### src/rtl/hex_cmd_parser_if.sv
// -----------------------------------------------------------------------------
// hex_cmd_parser_if
// Groups the byte stream from the serial receiver and the command handshake
// toward the calculator ALU.
//   RX_DATA_T  [9:0]  received byte: [7:0] data, [8] parity err, [9] frame err
//   RX_DATA_EN        one-cycle strobe, RX_DATA_T valid
//   CMD_READY         ALU accepts the command
//   CMD_VALID         command available; OP_A/OP_B/OP_CODE stable while high
//   OP_A, OP_B [W-1:0] binary operands, W = 4*MAX_DIGITS
//   OP_CODE   [2:0]   0 add, 1 sub, 2 and, 3 or, 4 xor
//   ERR_STB           one-cycle error pulse
//   ERR_CODE  [2:0]   last error: 1 frame, 2 parity, 3 syntax, 4 overflow, 5 overrun
// Modports: master = byte source / ALU side, slave = parser.
// -----------------------------------------------------------------------------
interface hex_cmd_parser_if #(
    parameter int MAX_DIGITS = 4
);
    localparam int W = 4 * MAX_DIGITS;

    logic [9:0]   RX_DATA_T;
    logic         RX_DATA_EN;
    logic         CMD_READY;
    logic         CMD_VALID;
    logic [W-1:0] OP_A;
    logic [W-1:0] OP_B;
    logic [2:0]   OP_CODE;
    logic         ERR_STB;
    logic [2:0]   ERR_CODE;

    modport master (
        output RX_DATA_T, RX_DATA_EN, CMD_READY,
        input  CMD_VALID, OP_A, OP_B, OP_CODE, ERR_STB, ERR_CODE
    );

    modport slave (
        input  RX_DATA_T, RX_DATA_EN, CMD_READY,
        output CMD_VALID, OP_A, OP_B, OP_CODE, ERR_STB, ERR_CODE
    );
endinterface

### src/rtl/hex_cmd_parser.sv
// -----------------------------------------------------------------------------
// hex_cmd_parser
// Parses ASCII hex calculator commands "AAAA<op>BBBB<term>" from the received
// byte stream into binary operands plus opcode, presented under a valid/ready
// handshake. Line errors (frame/parity) and syntax errors are reported on
// ERR_STB/ERR_CODE and the rest of the offending line is flushed.
// Ports:
//   CLK    system clock
//   RST_N  asynchronous reset, active low
//   bus    hex_cmd_parser_if.slave (byte input, command output, error report)
// Build option:
//   HEX_PARSER_LOWERCASE_EN  when defined, 'a'-'f' are accepted as digits 10-15
// -----------------------------------------------------------------------------
module hex_cmd_parser #(
    parameter int MAX_DIGITS = 4
) (
    input  logic                   CLK,
    input  logic                   RST_N,
    hex_cmd_parser_if.slave        bus
);
    localparam int W  = 4 * MAX_DIGITS;
    localparam int CW = $clog2(MAX_DIGITS + 1);
    localparam logic [CW-1:0] MAX_CNT = CW'(MAX_DIGITS);

    localparam logic [2:0] ERR_FRAME    = 3'd1;
    localparam logic [2:0] ERR_PARITY   = 3'd2;
    localparam logic [2:0] ERR_SYNTAX   = 3'd3;
    localparam logic [2:0] ERR_OVERFLOW = 3'd4;
    localparam logic [2:0] ERR_OVERRUN  = 3'd5;

    typedef enum logic [2:0] {
        ST_IDLE     = 3'd0,
        ST_OPA      = 3'd1,
        ST_OPB      = 3'd2,
        ST_WAIT_ACK = 3'd3,
        ST_ERR_FLUSH = 3'd4
    } state_t;

    state_t        state_r;
    logic [CW-1:0] count_r;
    logic [W-1:0]  op_a_r;
    logic [W-1:0]  op_b_r;
    logic [2:0]    op_code_r;
    logic          cmd_valid_r;
    logic          err_stb_r;
    logic [2:0]    err_code_r;

    logic [7:0]    rx_byte_s;
    logic          frame_err_s;
    logic          parity_err_s;
    logic          line_err_s;
    logic [2:0]    line_err_code_s;
    logic          is_digit_s;
    logic [3:0]    digit_s;
    logic          is_op_s;
    logic [2:0]    opc_s;
    logic          is_term_s;
    logic          is_space_s;

    assign rx_byte_s    = bus.RX_DATA_T[7:0];
    assign parity_err_s = bus.RX_DATA_T[8];
    assign frame_err_s  = bus.RX_DATA_T[9];
    assign line_err_s   = frame_err_s | parity_err_s;

    // Frame error outranks parity error when both flags are set.
    always_comb begin
        if (frame_err_s) begin
            line_err_code_s = ERR_FRAME;
        end else begin
            line_err_code_s = ERR_PARITY;
        end
    end

    // Classify the incoming character into digit / operator / terminator / space.
    always_comb begin
        is_digit_s = 1'b0;
        digit_s    = 4'h0;
        is_op_s    = 1'b0;
        opc_s      = 3'd0;
        is_term_s  = 1'b0;
        is_space_s = 1'b0;
        if ((rx_byte_s >= 8'h30) && (rx_byte_s <= 8'h39)) begin
            is_digit_s = 1'b1;
            digit_s    = rx_byte_s[3:0];
        end else if ((rx_byte_s >= 8'h41) && (rx_byte_s <= 8'h46)) begin
            // 'A' is 0x41: low nibble 1 maps to 10
            is_digit_s = 1'b1;
            digit_s    = rx_byte_s[3:0] + 4'd9;
`ifdef HEX_PARSER_LOWERCASE_EN
        end else if ((rx_byte_s >= 8'h61) && (rx_byte_s <= 8'h66)) begin
            is_digit_s = 1'b1;
            digit_s    = rx_byte_s[3:0] + 4'd9;
`endif
        end else begin
            case (rx_byte_s)
                8'h2B: begin is_op_s = 1'b1; opc_s = 3'd0; end
                8'h2D: begin is_op_s = 1'b1; opc_s = 3'd1; end
                8'h26: begin is_op_s = 1'b1; opc_s = 3'd2; end
                8'h7C: begin is_op_s = 1'b1; opc_s = 3'd3; end
                8'h5E: begin is_op_s = 1'b1; opc_s = 3'd4; end
                8'h3D: is_term_s  = 1'b1;
                8'h0D: is_term_s  = 1'b1;
                8'h20: is_space_s = 1'b1;
                default: is_op_s  = 1'b0;
            endcase
        end
    end

    // Parser FSM with all outputs registered.
    always_ff @(posedge CLK or negedge RST_N) begin
        if (!RST_N) begin
            state_r     <= ST_IDLE;
            count_r     <= '0;
            op_a_r      <= '0;
            op_b_r      <= '0;
            op_code_r   <= 3'd0;
            cmd_valid_r <= 1'b0;
            err_stb_r   <= 1'b0;
            err_code_r  <= 3'd0;
        end else begin
            err_stb_r <= 1'b0;
            case (state_r)
                ST_WAIT_ACK: begin
                    if (bus.CMD_READY) begin
                        cmd_valid_r <= 1'b0;
                        state_r     <= ST_IDLE;
                    end
                    // Any byte arriving while a command is pending is dropped.
                    if (bus.RX_DATA_EN) begin
                        err_stb_r  <= 1'b1;
                        err_code_r <= ERR_OVERRUN;
                    end
                end

                ST_ERR_FLUSH: begin
                    // Only a clean terminator ends the flush; errored bytes stay silent.
                    if (bus.RX_DATA_EN && !line_err_s && is_term_s) begin
                        state_r <= ST_IDLE;
                    end
                end

                ST_IDLE, ST_OPA, ST_OPB: begin
                    if (bus.RX_DATA_EN) begin
                        if (line_err_s) begin
                            err_stb_r  <= 1'b1;
                            err_code_r <= line_err_code_s;
                            state_r    <= ST_ERR_FLUSH;
                        end else begin
                            case (state_r)
                                ST_IDLE: begin
                                    if (is_digit_s) begin
                                        op_a_r  <= {{(W-4){1'b0}}, digit_s};
                                        op_b_r  <= '0;
                                        count_r <= CW'(1);
                                        state_r <= ST_OPA;
                                    end else if (is_space_s || is_term_s) begin
                                        state_r <= ST_IDLE;
                                    end else begin
                                        err_stb_r  <= 1'b1;
                                        err_code_r <= ERR_SYNTAX;
                                        state_r    <= ST_ERR_FLUSH;
                                    end
                                end

                                ST_OPA: begin
                                    if (is_digit_s) begin
                                        if (count_r < MAX_CNT) begin
                                            op_a_r  <= {op_a_r[W-5:0], digit_s};
                                            count_r <= count_r + CW'(1);
                                        end else begin
                                            err_stb_r  <= 1'b1;
                                            err_code_r <= ERR_OVERFLOW;
                                            state_r    <= ST_ERR_FLUSH;
                                        end
                                    end else if (is_op_s) begin
                                        op_code_r <= opc_s;
                                        count_r   <= '0;
                                        state_r   <= ST_OPB;
                                    end else if (is_term_s) begin
                                        // Line already ended: no flush needed.
                                        err_stb_r  <= 1'b1;
                                        err_code_r <= ERR_SYNTAX;
                                        state_r    <= ST_IDLE;
                                    end else if (is_space_s) begin
                                        state_r <= ST_OPA;
                                    end else begin
                                        err_stb_r  <= 1'b1;
                                        err_code_r <= ERR_SYNTAX;
                                        state_r    <= ST_ERR_FLUSH;
                                    end
                                end

                                ST_OPB: begin
                                    if (is_digit_s) begin
                                        if (count_r < MAX_CNT) begin
                                            op_b_r  <= {op_b_r[W-5:0], digit_s};
                                            count_r <= count_r + CW'(1);
                                        end else begin
                                            err_stb_r  <= 1'b1;
                                            err_code_r <= ERR_OVERFLOW;
                                            state_r    <= ST_ERR_FLUSH;
                                        end
                                    end else if (is_term_s) begin
                                        if (count_r != '0) begin
                                            cmd_valid_r <= 1'b1;
                                            state_r     <= ST_WAIT_ACK;
                                        end else begin
                                            err_stb_r  <= 1'b1;
                                            err_code_r <= ERR_SYNTAX;
                                            state_r    <= ST_IDLE;
                                        end
                                    end else if (is_space_s) begin
                                        state_r <= ST_OPB;
                                    end else begin
                                        err_stb_r  <= 1'b1;
                                        err_code_r <= ERR_SYNTAX;
                                        state_r    <= ST_ERR_FLUSH;
                                    end
                                end

                                default: state_r <= ST_IDLE;
                            endcase
                        end
                    end
                end

                default: begin
                    state_r     <= ST_IDLE;
                    cmd_valid_r <= 1'b0;
                end
            endcase
        end
    end

    assign bus.CMD_VALID = cmd_valid_r;
    assign bus.OP_A      = op_a_r;
    assign bus.OP_B      = op_b_r;
    assign bus.OP_CODE   = op_code_r;
    assign bus.ERR_STB   = err_stb_r;
    assign bus.ERR_CODE  = err_code_r;

endmodule

### src/flat_wrapper.sv
// flat-port wrapper written by rule: the top's interface ports become plain ports
module hex_cmd_parser_flat 
#(
    parameter int MAX_DIGITS = 4
)
  (CLK, RST_N, bus_RX_DATA_T, bus_RX_DATA_EN, bus_CMD_READY, bus_CMD_VALID, bus_OP_A, bus_OP_B, bus_OP_CODE, bus_ERR_STB, bus_ERR_CODE);
  hex_cmd_parser_if #(.MAX_DIGITS(MAX_DIGITS)) bus_i ();
  input  logic CLK;
  input  logic RST_N;
  input wire logic [$bits(bus_i.RX_DATA_T)-1:0] bus_RX_DATA_T;
  input wire logic [$bits(bus_i.RX_DATA_EN)-1:0] bus_RX_DATA_EN;
  input wire logic [$bits(bus_i.CMD_READY)-1:0] bus_CMD_READY;
  output wire logic [$bits(bus_i.CMD_VALID)-1:0] bus_CMD_VALID;
  output wire logic [$bits(bus_i.OP_A)-1:0] bus_OP_A;
  output wire logic [$bits(bus_i.OP_B)-1:0] bus_OP_B;
  output wire logic [$bits(bus_i.OP_CODE)-1:0] bus_OP_CODE;
  output wire logic [$bits(bus_i.ERR_STB)-1:0] bus_ERR_STB;
  output wire logic [$bits(bus_i.ERR_CODE)-1:0] bus_ERR_CODE;
  assign bus_i.RX_DATA_T = bus_RX_DATA_T;
  assign bus_i.RX_DATA_EN = bus_RX_DATA_EN;
  assign bus_i.CMD_READY = bus_CMD_READY;
  assign bus_CMD_VALID = bus_i.CMD_VALID;
  assign bus_OP_A = bus_i.OP_A;
  assign bus_OP_B = bus_i.OP_B;
  assign bus_OP_CODE = bus_i.OP_CODE;
  assign bus_ERR_STB = bus_i.ERR_STB;
  assign bus_ERR_CODE = bus_i.ERR_CODE;
  hex_cmd_parser #(.MAX_DIGITS(MAX_DIGITS)) u_core (.CLK(CLK), .RST_N(RST_N), .bus(bus_i));
endmodule
### config.mk
export PLATFORM = sky130hd
export DESIGN_NAME = hex_cmd_parser_flat
export DESIGN_NICKNAME = d
export VERILOG_FILES = /design/src/rtl/hex_cmd_parser_if.sv /design/src/rtl/hex_cmd_parser.sv /design/src/flat_wrapper.sv
export SDC_FILE = /design/constraint.sdc
export NUM_CORES = 1
export LEC_CHECK = 0
export BUFFER_PORTS_ARGS = -buffer_cell sky130_fd_sc_hd__buf_2
export CORE_MARGIN = 2
export CORE_UTILIZATION = 39
export CTS_CLUSTER_SIZE = 16
export DETAILED_ROUTE_END_ITERATION = 6
export PLACE_DENSITY = 0.59
export SYNTH_ARGS = -nofsm -noshare
export SYNTH_HDL_FRONTEND = slang
export SYNTH_SLANG_ARGS = --single-unit
export TNS_END_PERCENT = 100
### constraint.sdc
create_clock -name CLK -period 1.8 [get_ports CLK]
set_input_delay 0.18 -clock CLK [delete_from_list [all_inputs] [get_ports CLK]]
set_output_delay 0.18 -clock CLK [all_outputs]
set_load 0.01 [all_outputs]
Word level (Yosys, flattened, before mapping)
Index checks and enable logic that the tools add are counted.
- bits in registers: 46
- bits in latches: 0
- memory bits (writable): 0
- ROM bits: 0
- input bits: 14
- output and inout bits: 40
- memories: 0
- add/subtract/negate cells: 2
- $mul: 0
- div/mod/pow operators: 0
- $lt $le $gt $ge: 5
- equality and inequality tests: 32
- shift-type cells: 0
- muxes and demuxes: 86
- bitwise operators: 4
- reductions and logical operators: 22
- operator list (operator ; count):
    two-way mux 3 bit ; 34
    two-way mux 16 bit ; 6
    one-hot mux 16 bit (2 select lines) ; 2
    == test 8 x 6 -> 1 bit, second input constant ; 5
    one-hot mux 3 bit (3 select lines) ; 4
    two-way mux 1 bit ; 31
    AND reduction 7 bit ; 3
    != test 2 x 1 -> 1 bit, second input constant ; 9
    == test 8 x 7 -> 1 bit, second input constant ; 2
    AND reduction 8 bit ; 2
    one-hot mux 3 bit (4 select lines) ; 1
    != test 2 bit, second input constant ; 5
    == test 8 x 4 -> 1 bit, second input constant ; 1
    greater-or-equal comparator 8 x 6 -> 1 bit, second input constant ; 1
    greater-or-equal comparator 8 x 7 -> 1 bit, second input constant ; 1
    <= comparator 8 x 6 -> 1 bit, second input constant ; 1
    <= comparator 8 x 7 -> 1 bit, second input constant ; 1
    two-way mux 4 bit ; 2
    != test 4 x 3 -> 1 bit, second input constant ; 2
    == test 3 x 2 -> 1 bit, second input constant ; 2
    != test 6 x 4 -> 1 bit, second input constant ; 1
    one-hot mux 1 bit (3 select lines) ; 2
    one-hot mux 3 bit (2 select lines) ; 1
    AND reduction 6 bit ; 1
    22 further kinds ; 31

Depth between registers and ports, before layout
Gate-level depths: netlist (run 1).
- depth in word-level cells: 12
- depth in mapped cells: 10

Least setup slack after synthesis (run 1)
No wires, ideal clock.
- path type: input -> register
- from: input bus_RX_DATA_T[1]
- to: register u_core.err_code_r[0], in the netlist u_core.bus.ERR_CODE[0]
- library setup time: 125 ps
- arrival: 2004 ps
- path slack: -329 ps
- cell stages on the path: 8
- buffers on the path: 0
- cells stage by stage: inv_1 -> ha_1 -> or3b_4 -> a2111oi_4 -> nor3_2 -> a22oi_4 -> o32ai_4 -> mux2_4
- word-level cells in the longest chain between the ends: 12
- elaborated cells between the ends (all ways): 43
- those cells by class: 4 x order compare; 12 x eq/ne; 21 x mux; 6 x reduce/logical
- RTL lines (item ; line ; source):
    start, declared ; flat_wrapper.sv:10 ; input wire logic [$bits(bus_i.RX_DATA_T)-1:0] bus_RX_DATA_T;
    greater-or-equal comparator 8 x 7 -> 1 bit, or another cell as far along ; hex_cmd_parser.sv:85 ; end else if ((rx_byte_s >= 8'h41) && (rx_byte_s <= 8'h46)) begin
    logical AND 1 bit, or another cell as far along ; hex_cmd_parser.sv:85 ;
    two-way mux 1 bit (on tied branches) ; hex_cmd_parser.sv:85, hex_cmd_parser.sv:95 ;
    two-way mux 1 bit (on tied branches) ; hex_cmd_parser.sv:82, hex_cmd_parser.sv:85 ;
    two-way mux 3 bit / two-way mux 1 bit (equally long branches) ; -- ;
    two-way mux 3 bit ; hex_cmd_parser.sv:179 ; end else if (is_term_s) begin
    two-way mux 3 bit ; hex_cmd_parser.sv:175 ; end else if (is_op_s) begin
    two-way mux 3 bit ; hex_cmd_parser.sv:166 ; if (is_digit_s) begin
    one-hot mux 3 bit (3 select lines) ; hex_cmd_parser.sv:149 ; case (state_r)
    two-way mux 3 bit ; hex_cmd_parser.sv:144 ; if (line_err_s) begin
    two-way mux 3 bit ; hex_cmd_parser.sv:143 ; if (bus.RX_DATA_EN) begin
    one-hot mux 3 bit (2 select lines) ; hex_cmd_parser.sv:122 ; case (state_r)
    end signal, assigned ; hex_cmd_parser.sv:146 ; err_code_r <= line_err_code_s;
    end, declared ; hex_cmd_parser.sv:46 ; logic [2:0] err_code_r;
Several ways; a longest one is shown, not always the timed one. The select of a mux whose other input is x is not followed.
A chain may end at the register's enable or synchronous reset.

Worst setup path after layout (run 1)
- from: input bus_RX_DATA_T[1]
- to: register u_core.op_code_r[0], in the netlist u_core.bus.OP_CODE[0]
- word-level cells in the longest chain between the ends: 6
- elaborated cells between the ends (all ways): 22
- those cells by class: 4 x order compare; 5 x eq/ne; 8 x mux; 1 x bitwise; 4 x reduce/logical
- RTL lines (item ; line ; source):
    greater-or-equal comparator 8 x 7 -> 1 bit, or another cell as far along ; hex_cmd_parser.sv:85 ;
    logical AND 1 bit / OR reduction 5 bit (equally long branches) ; -- ;
    two-way mux 1 bit (on tied branches) ; hex_cmd_parser.sv:85, hex_cmd_parser.sv:95 ;
    two-way mux 1 bit (on tied branches) ; hex_cmd_parser.sv:82, hex_cmd_parser.sv:85 ;
    NOT 1 bit (no source line) / two-way mux 1 bit (equally long branches) ; -- ;
    AND reduction 6 bit (no source line) ; -- ;
    end signal, assigned ; hex_cmd_parser.sv:176 ; op_code_r <= opc_s;
    end, declared ; hex_cmd_parser.sv:43 ; logic [2:0] op_code_r;
Several ways; a longest one is shown, not always the timed one.

==> results of run 1 <==
-- state kept, by name (all words and copies together), names as in the netlist --
name,cells
u_core.bus.OP_A,16
u_core.bus.OP_CODE,3
u_core.bus.CMD_VALID,1
u_core.bus.ERR_CODE,3
u_core.bus.ERR_STB,1
u_core.count_r,3
u_core.bus.OP_B,16
u_core.state_r,3
-- synth_stat cells (3+ instances only) --
| cell type | count | area [um^2] |
|---|---|---|
| o21ai_1 | 18 | 90.1 |
| o21ai_0 | 15 | 75.1 |
| a31oi_1 | 3 | 18.8 |
| nor2_1 | 12 | 45.0 |
| inv_1 | 12 | 45.0 |
| a21oi_1 | 13 | 65.1 |
| buf_2 | 3 | 15.0 |
| clkbuf_1 | 10 | 37.5 |
| nand3b_1 | 5 | 37.5 |
| and3_1 | 4 | 25.0 |
| nand3_1 | 11 | 55.1 |
| ha_1 | 6 | 75.1 |
| a22o_1 | 13 | 114 |
| nand2_1 | 48 | 180 |
| dfrtp_1 | 46 | 1150 |
-- layer usage --
metal,vias up,global-route usage (%)
li1,1183,-
met1,1132,26.1
met2,82,28.8
met3,11,3.50
met4,0,4.04
met5,-,0
-- cells by family (layout without fill, tap and decap cells) --
| group | after synthesis | after routing | synth area share (%) |
|---|---|---|---|
| AOI/OAI and AO/OA | 84 | 84 | 24.0 |
| buffers and inverters | 26 | 126 | 4.26 |
| DFF | 46 | 46 | 45.1 |
| and+or+nand+nor | 103 | 103 | 21.0 |
| muxes | 5 | 5 | 2.45 |
| adders and majority gates | 6 | 6 | 2.94 |
| xor gates and xnor gates | 1 | 1 | 0.343 |
-- cells in the final DEF (no fill, tap or decap), drive strengths merged, types with 3 or more instances in the layout --
master	netlist	final
mux2	4	4
o21ai	33	33
a22o	13	13
a31oi	4	4
a21oi	13	13
clkbuf	10	6
nand3b	5	5
and3	4	4
nor2	13	13
nor3b	3	3
dfrtp	46	46
a211oi	4	4
nand3	11	11
inv	12	12
buf	4	105
nand2	48	48
nor3	4	4
ha	6	6
-- metrics by stage --
step	TNS [ns]	hold WS (ns)	setup slack [ns]	total power, mW	cell area (um^2)
final	-0.385	0.224	-0.0936	2.51	3500
after global routing	-1.21	0.270	-0.188	2.63	3500
after CTS	-0.213	0.217	-0.0603	2.50	3450
after detailed placement	-11.72	0.108	-0.431	1.87	3310
after global placement	-10.94	0.107	-0.398	1.87	3310
after floorplan	-0.989	-0.116	-0.179	1.54	2590
-- worst paths after layout --
kind | start | end | slack [ns] | cells after the start
setup / recovery | bus_RX_DATA_T[1] | u_core.bus.OP_CODE[0] | -0.09 | 9
hold / removal | bus_RX_DATA_T[9] | u_core.bus.ERR_CODE[1] | 0.22 | 4
setup reg to reg | u_core.count_r[1] | u_core.bus.ERR_CODE[2] | 0.01 | 7
hold reg to reg | u_core.bus.OP_A[15] | u_core.bus.OP_A[15] | 0.48 | 2
max in group asynchronous | RST_N | u_core.bus.OP_B[3] | 0.90 | 3
min in group asynchronous | RST_N | u_core.state_r[2] | 0.30 | 2
-- timing repair --
action | in CTS | in global routing
hold endpoints to repair | 12 | 0
resized for setup | 9 | 7
buffers inserted | 2 | 1
hold buffers | 1 | 0
endpoints found under the setup margin | 20 | 18
pin swaps | 9 | 3
-- area by class of cell --
cell class,count,area [um^2]
fill,573,2850
multi-input combinational,199,1370
sequential,46,1150
timing repair buffer,106,743
tap,77,96.3
clock buffer,6,72.6
inverter,12,57.6
clock inverter,2,13.8
-- power breakdown --
part	switching (mW)	leakage, nW	internal (mW)	total, mW
Combinational	0.395	0.988	0.354	0.750
Sequential	0.0455	0.626	1.09	1.13
Clock	0.356	0.0452	0.275	0.630
Total	0.796	1.66	1.71	2.51
-- worst max-delay path: stages --
cell       delay (ns)
buf_12           0.11
inv_12           0.04
ha_4             0.12
or3b_4           0.38
a2111oi_4        0.43
nor3_4           0.13
buf_12           0.15
nor3_4           0.20
mux2_1           0.34
==> load_flow_metrics.sql, run 1 <==
INSERT INTO impl_metrics (metric_group, metric, value, unit) VALUES
('synthesis', 'ys.flop_type', 'dfrtp_1', ''),
('status', 'violations_in_the_final_reports', 'setup timing', ''),
('sta', 'max-slew-margin-rel', '72.8', '%'),
('placed_design', 'hpwl', '4750', 'um'),
('status', 'outcome', 'finished with violations', ''),
('synthesis', 'synthArstFlopShare', '100', '%'),
('clock_tree', 'root_buffer', 'clkbuf_8', ''),
('synthesis', 'synth_nets', '291', ''),
('routing', 'wl_met3', '349', 'um'),
('critical_path', 'crit_path_start_kind', 'primary input', ''),
('placed_design', 'routabilityCongestion', '0.939', ''),
('die', 'fp.dieArea', '0.00721', 'mm^2'),
('routing', 'drt-vias-per-instance', '5.38', ''),
('global_routing', 'largest_net_degree_at_the_start_of_global_routing', '33', ''),
('layout', 'area.growth.synth_to_final', '37.2', '%'),
('die', 'boundaryPins', '54', ''),
('hold_path', 'holdCritPathClass', 'in -> reg', ''),
('critical_path', 'worst-path-max-fanout', '3', ''),
('critical_path', 'critPathRequiredTime', '1.99', 'ns'),
('layout', 'drive_gt1_share', '37.5', '%'),
('routing', 'total_drc_errors_in_the_routed_layout', '0', ''),
('synthesis', 'synth.yosys.warnings', '0', ''),
('global_routing', 'via_count_of_the_first_global_routing_pass', '2237', ''),
('sta', 'setup_ws', '-0.0936', 'ns'),
('sta', 'layout_min_cycle_time', '1.89', 'ns'),
('sta', 'timing.clock.skew', '0.00778', 'ns'),
('sta', 'rsz0062_at_grt', 'yes', ''),
('global_routing', 'grt_pass1_wl', '10800', 'um'),
('routing', 'detailroute.via_count', '2408', ''),
('clock_tree', 'clock_sinks', '46', ''),
('routing', 'highest-signal-layer', 'met4', ''),
('die', 'die-height', '84.9', 'um'),
('synthesis', 'post_synthesis_instance_total', '271', ''),
('sta', 'worst_pin_slew', '0.408', 'ns'),
('synthesis', 'ys_ff_latch', '46', ''),
('sta', 'setup_viol_count_final', '8', ''),
('clock_tree', 'ctsLongestPathBuffers', '2', ''),
('layout', 'num-nets-final', '390', ''),
('routing', 'finalWirelength', '6340', 'um'),
('sta', 'finalMaxSlewViolations', '0', ''),
('routing', 'wirelength_met1', '2960', 'um'),
('critical_path', 'setup.worst_path.end_class', 'register', ''),
('synthesis', 'synth_cell_types', '54', ''),
('synthesis', 'synth_enable_flop_cells', '0', ''),
('placed_design', 'placed_cells_incl_taps', '436', ''),
('global_routing', 'grt-ovfl-total', '0', ''),
('clock_tree', 'worst_skew_pair.late_latency', '0.30', 'ns'),
('placed_design', 'io_buffers', '53', ''),
('routing', 'drt-wirelength-per-cell', '14.1', 'um'),
('routing', 'remaining_number_of_nets_flagged_by_the_antenna_check_after_routing', '0', ''),
('layout', 'instances_no_fill', '448', ''),
('critical_path', 'timing.critical_path.arrival', '2.08', 'ns'),
('power', 'power_density', '717', 'mW/mm^2'),
('critical_path', 'critPathKind', 'in -> reg', ''),
('die', 'floorplan.initialDensity', '40.2', '%'),
('synthesis', 'synth.yosys.seq_area_share', '45.1', '%'),
('power', 'vdd_drop_max', '522', 'uV'),
('layout', 'antennaDiodeCount', '0', ''),
('routing', 'drt_pre_antenna_iters', '6', ''),
('synthesis', 'synth_area_per_cell', '9.42', 'um^2'),
('power', 'power.leakage', '1.66', 'nW'),
('layout', 'finish.utilization', '55.2', '%'),
('synthesis', 'netlist_area', '0.00255', 'mm^2'),
('global_routing', 'antenna_found_initial', '0', ''),
('routing', 'drt_iter0_markers', '222', ''),
('clock_tree', 'clock_tree_from_tritoncts', 'built', ''),
('routing', 'met2_wl_post_dr', '2950', 'um'),
('clock_tree', 'clock_tree.htree_level_count', '2', ''),
('run', 'cap_violations', '0', ''),
('clock_tree', 'cts_buffers', '5', ''),
('sta', 'min_period_over_period', '105', '%'),
('clock_tree', 'clk_pin_slew_worst_paths', '0.09', 'ns'),
('die', 'die-width', '84.9', 'um'),
('sta', 'hold_viol_final', '0', ''),
('global_routing', 'grt_util_all_layers', '18.2', '%'),
('die', 'fp-row-count', '29', ''),
('die', 'core_area', '0.00635', 'mm^2'),
('sta', 'highest_clock_rate', '0.528', 'GHz');
Note: power is estimated with default switching activity, not from simulation.
==> inputs of run 2 (changes only) <==
Settings changed: PLACE_DENSITY 0.59 to 0.56.
Clock period 1.8 ns to 1.95 ns, I/O delays scaled along.
==> load_flow_metrics.sql, run 2 (synthesized netlist as in run 1, its figures left out) <==
INSERT INTO impl_metrics (metric_group, metric, value, unit) VALUES
('critical_path', 'timing.critical_path.arrival', '2.09', 'ns'),
('power', 'vdd_drop_max', '353', 'uV'),
('placed_design', 'io_buffers', '53', ''),
('status', 'outcome', 'completed', ''),
('routing', 'drt_iter0_markers', '156', ''),
('clock_tree', 'root_buffer', 'clkbuf_8', ''),
('sta', 'max-slew-margin-rel', '68.4', '%'),
('hold_path', 'worstHoldPathCells', '4', ''),
('global_routing', 'grt-ovfl-total', '0', ''),
('clock_tree', 'clk_pin_slew_worst_paths', '0.08', 'ns'),
('placed_design', 'hpwl', '5020', 'um'),
('power', 'power.leakage', '1.61', 'nW'),
('power', 'power_density', '668', 'mW/mm^2'),
('layout', 'num-nets-final', '385', ''),
('sta', 'setup_tns', '0', 'ns'),
('layout', 'area.growth.synth_to_final', '32.5', '%'),
('global_routing', 'grt_util_all_layers', '18.6', '%'),
('die', 'die-height', '84.9', 'um'),
('clock_tree', 'worst_skew_pair.late_latency', '0.30', 'ns'),
('clock_tree', 'clock_tree.htree_level_count', '2', ''),
('global_routing', 'antenna_found_initial', '0', ''),
('critical_path', 'setup_slack_of_the_most_critical_reg_to_reg_path', '0.12', 'ns'),
('layout', 'final_area', '0.00338', 'mm^2'),
('global_routing', 'via_count_of_the_first_global_routing_pass', '2223', ''),
('global_routing', 'largest_net_degree_at_the_start_of_global_routing', '33', ''),
('layout', 'instances_no_fill', '443', ''),
('critical_path', 'setup.worst_path.end_class', 'register', ''),
('routing', 'drt-vias-per-instance', '5.28', ''),
('sta', 'setup_ws', '0.0433', 'ns'),
('layout', 'antennaDiodeCount', '0', ''),
('routing', 'finalWirelength', '6450', 'um'),
('sta', 'finalMaxSlewViolations', '0', ''),
('placed_design', 'placement.cell_area', '0.00325', 'mm^2'),
('critical_path', 'timing.rr.end', 'u_core.bus.OP_CODE[2]', ''),
('layout', 'area_of_the_multi_input_gates', '0.00133', 'mm^2'),
('critical_path', 'timing.critical_path.cells', 'buf_12, inv_12, ha_4, or3b_4, a2111oi_4, nor3_4, a22oi_4, o32ai_4, mux2_4', ''),
('sta', 'highest_clock_rate', '0.524', 'GHz'),
('layout', 'most-common-layout-cells', 'buf_2 (52), nand2_1 (48), buf_4 (46), dfrtp_1 (46), o21ai_1 (18)', ''),
('critical_path', 'crit_path_start_kind', 'primary input', ''),
('sta', 'worst_pin_slew', '0.473', 'ns'),
('power', 'total_power', '2.26', 'mW'),
('hold_path', 'worst_hold_startpoint', 'bus_RX_DATA_T[9]', ''),
('die', 'die-width', '84.9', 'um'),
('die', 'floorplan.initialDensity', '40.2', '%'),
('die', 'fp-row-count', '29', ''),
('layout', 'most_frequent_standard_cell_in_the_layout_excluding_fill_and_tap_cells', 'buf_2', ''),
('layout', 'drive_gt1_share', '35.2', '%'),
('clock_tree', 'cts_buffers', '5', ''),
('routing', 'total_drc_errors_in_the_routed_layout', '0', ''),
('hold_path', 'holdCritPathClass', 'in -> reg', ''),
('die', 'fp.dieArea', '0.00721', 'mm^2'),
('run', 'cap_violations', '0', ''),
('layout', 'fillerInstances', '630', ''),
('placed_design', 'routabilityCongestion', '0.882', ''),
('global_routing', 'grt_pass1_wl', '10900', 'um'),
('die', 'boundaryPins', '54', ''),
('layout', 'ff_latch_area', '0.00115', 'mm^2'),
('critical_path', 'critPathKind', 'in -> reg', ''),
('placed_design', 'place_worst_setup_slack', '-0.348', 'ns'),
('placed_design', 'placed_cells_incl_taps', '433', ''),
('routing', 'detailroute.via_count', '2341', ''),
('sta', 'rsz0062_at_grt', 'yes', ''),
('critical_path', 'worst_r2r_path_depth', '4', ''),
('critical_path', 'worst-path-max-fanout', '4', ''),
('critical_path', 'critical-path-max-stage-delay', '0.42', 'ns'),
('sta', 'layout_min_cycle_time', '1.91', 'ns'),
('critical_path', 'critPathRequiredTime', '2.14', 'ns'),
('routing', 'remaining_number_of_nets_flagged_by_the_antenna_check_after_routing', '0', ''),
('routing', 'drt-wirelength-per-cell', '14.5', 'um'),
('die', 'core_area', '0.00635', 'mm^2'),
('clock_tree', 'clock_sinks', '46', ''),
('sta', 'timing.clock.skew', '0.00728', 'ns'),
('critical_path', 'reg2reg_start', 'u_core.state_r[0]', ''),
('hold_path', 'holdPathEnd', 'u_core.bus.ERR_CODE[1]', ''),
('routing', 'drt_pre_antenna_iters', '4', ''),
('sta', 'hold_viol_final', '0', ''),
('clock_tree', 'clock_tree_from_tritoncts', 'built', ''),
('sta', 'setup_viol_count_final', '0', ''),
('sta', 'min_period_over_period', '97.8', '%'),
('critical_path', 'critical-path-slowest-cell', 'a2111oi_4', ''),
('clock_tree', 'ctsLongestPathBuffers', '2', '');
==> run 2: worst max-delay path: cells and delay by family <==
kind	cells	cell delay, ns
AO/OA/AOI/OAI	3	0.77
adder cells (fa/ha/maj)	1	0.13
buffers and inverters	2	0.15
multiplexers	1	0.31
AND/OR/NAND/NOR	2	0.52
==> run 2: layer usage <==
layer	track usage (%)	wire [um]	part of all wire [%]	vias up
li1	-	-	-	1166
met4	4.62	77	1.2	0
met1	25.9	3060	47	1093
met2	29.8	2980	46	72
met3	3.89	333	5.2	10
met5	0	0	0	-
==> run 2: what timing repair did <==
action                     4_1_cts  5_1_grt
hold buffers                     1        0
gates cloned                     0        0
setup buffers                    0        1
setup endpoints to repair        2       20
gates resized for setup          1        8
hold endpoints to repair        16        0
pin swaps                        0        5
==> run 2: stage by stage <==
stage	hold WS [ns]	utilization (%)
detailed placement	0.161	51.1
floorplan	-0.101	-
CTS	0.226	52.8
global placement	0.164	51.1
finish	0.236	53.3
global route	0.274	53.3
==> run 2: where the power goes <==
part	switching, mW	internal, mW
clock network	0.337	0.252
logic	0.322	0.284
registers	0.0642	1.00
==> run 2: how the worst max path moves through the flow <==
stage                           startpoint                endpoint  slack [ns]  depth (start not counted)
after floorplan           bus_RX_DATA_T[1]  u_core.bus.ERR_CODE[0]       -0.04                          8
after global routing      bus_RX_DATA_T[1]  u_core.bus.ERR_CODE[0]       -0.03                          9
final                     bus_RX_DATA_T[1]  u_core.bus.ERR_CODE[0]        0.04                          9
after CTS                 bus_RX_DATA_T[1]  u_core.bus.ERR_CODE[0]      -0.001                          9
after detailed placement  bus_RX_DATA_T[1]   u_core.bus.OP_CODE[2]       -0.35                          8
after global placement    bus_RX_DATA_T[1]       u_core.count_r[1]       -0.28                          9
==> run 2: final cells by class <==
| class | count | area share, % |
|---|---|---|
| clock buffers | 5 | 2.03 |
| clock inverters | 3 | 0.629 |
| inverters | 12 | 1.70 |
| multi-input cells | 199 | 39.4 |
| flip-flops and latches | 46 | 34.0 |
| well taps | 77 | 2.85 |
| repair buffers | 101 | 19.4 |
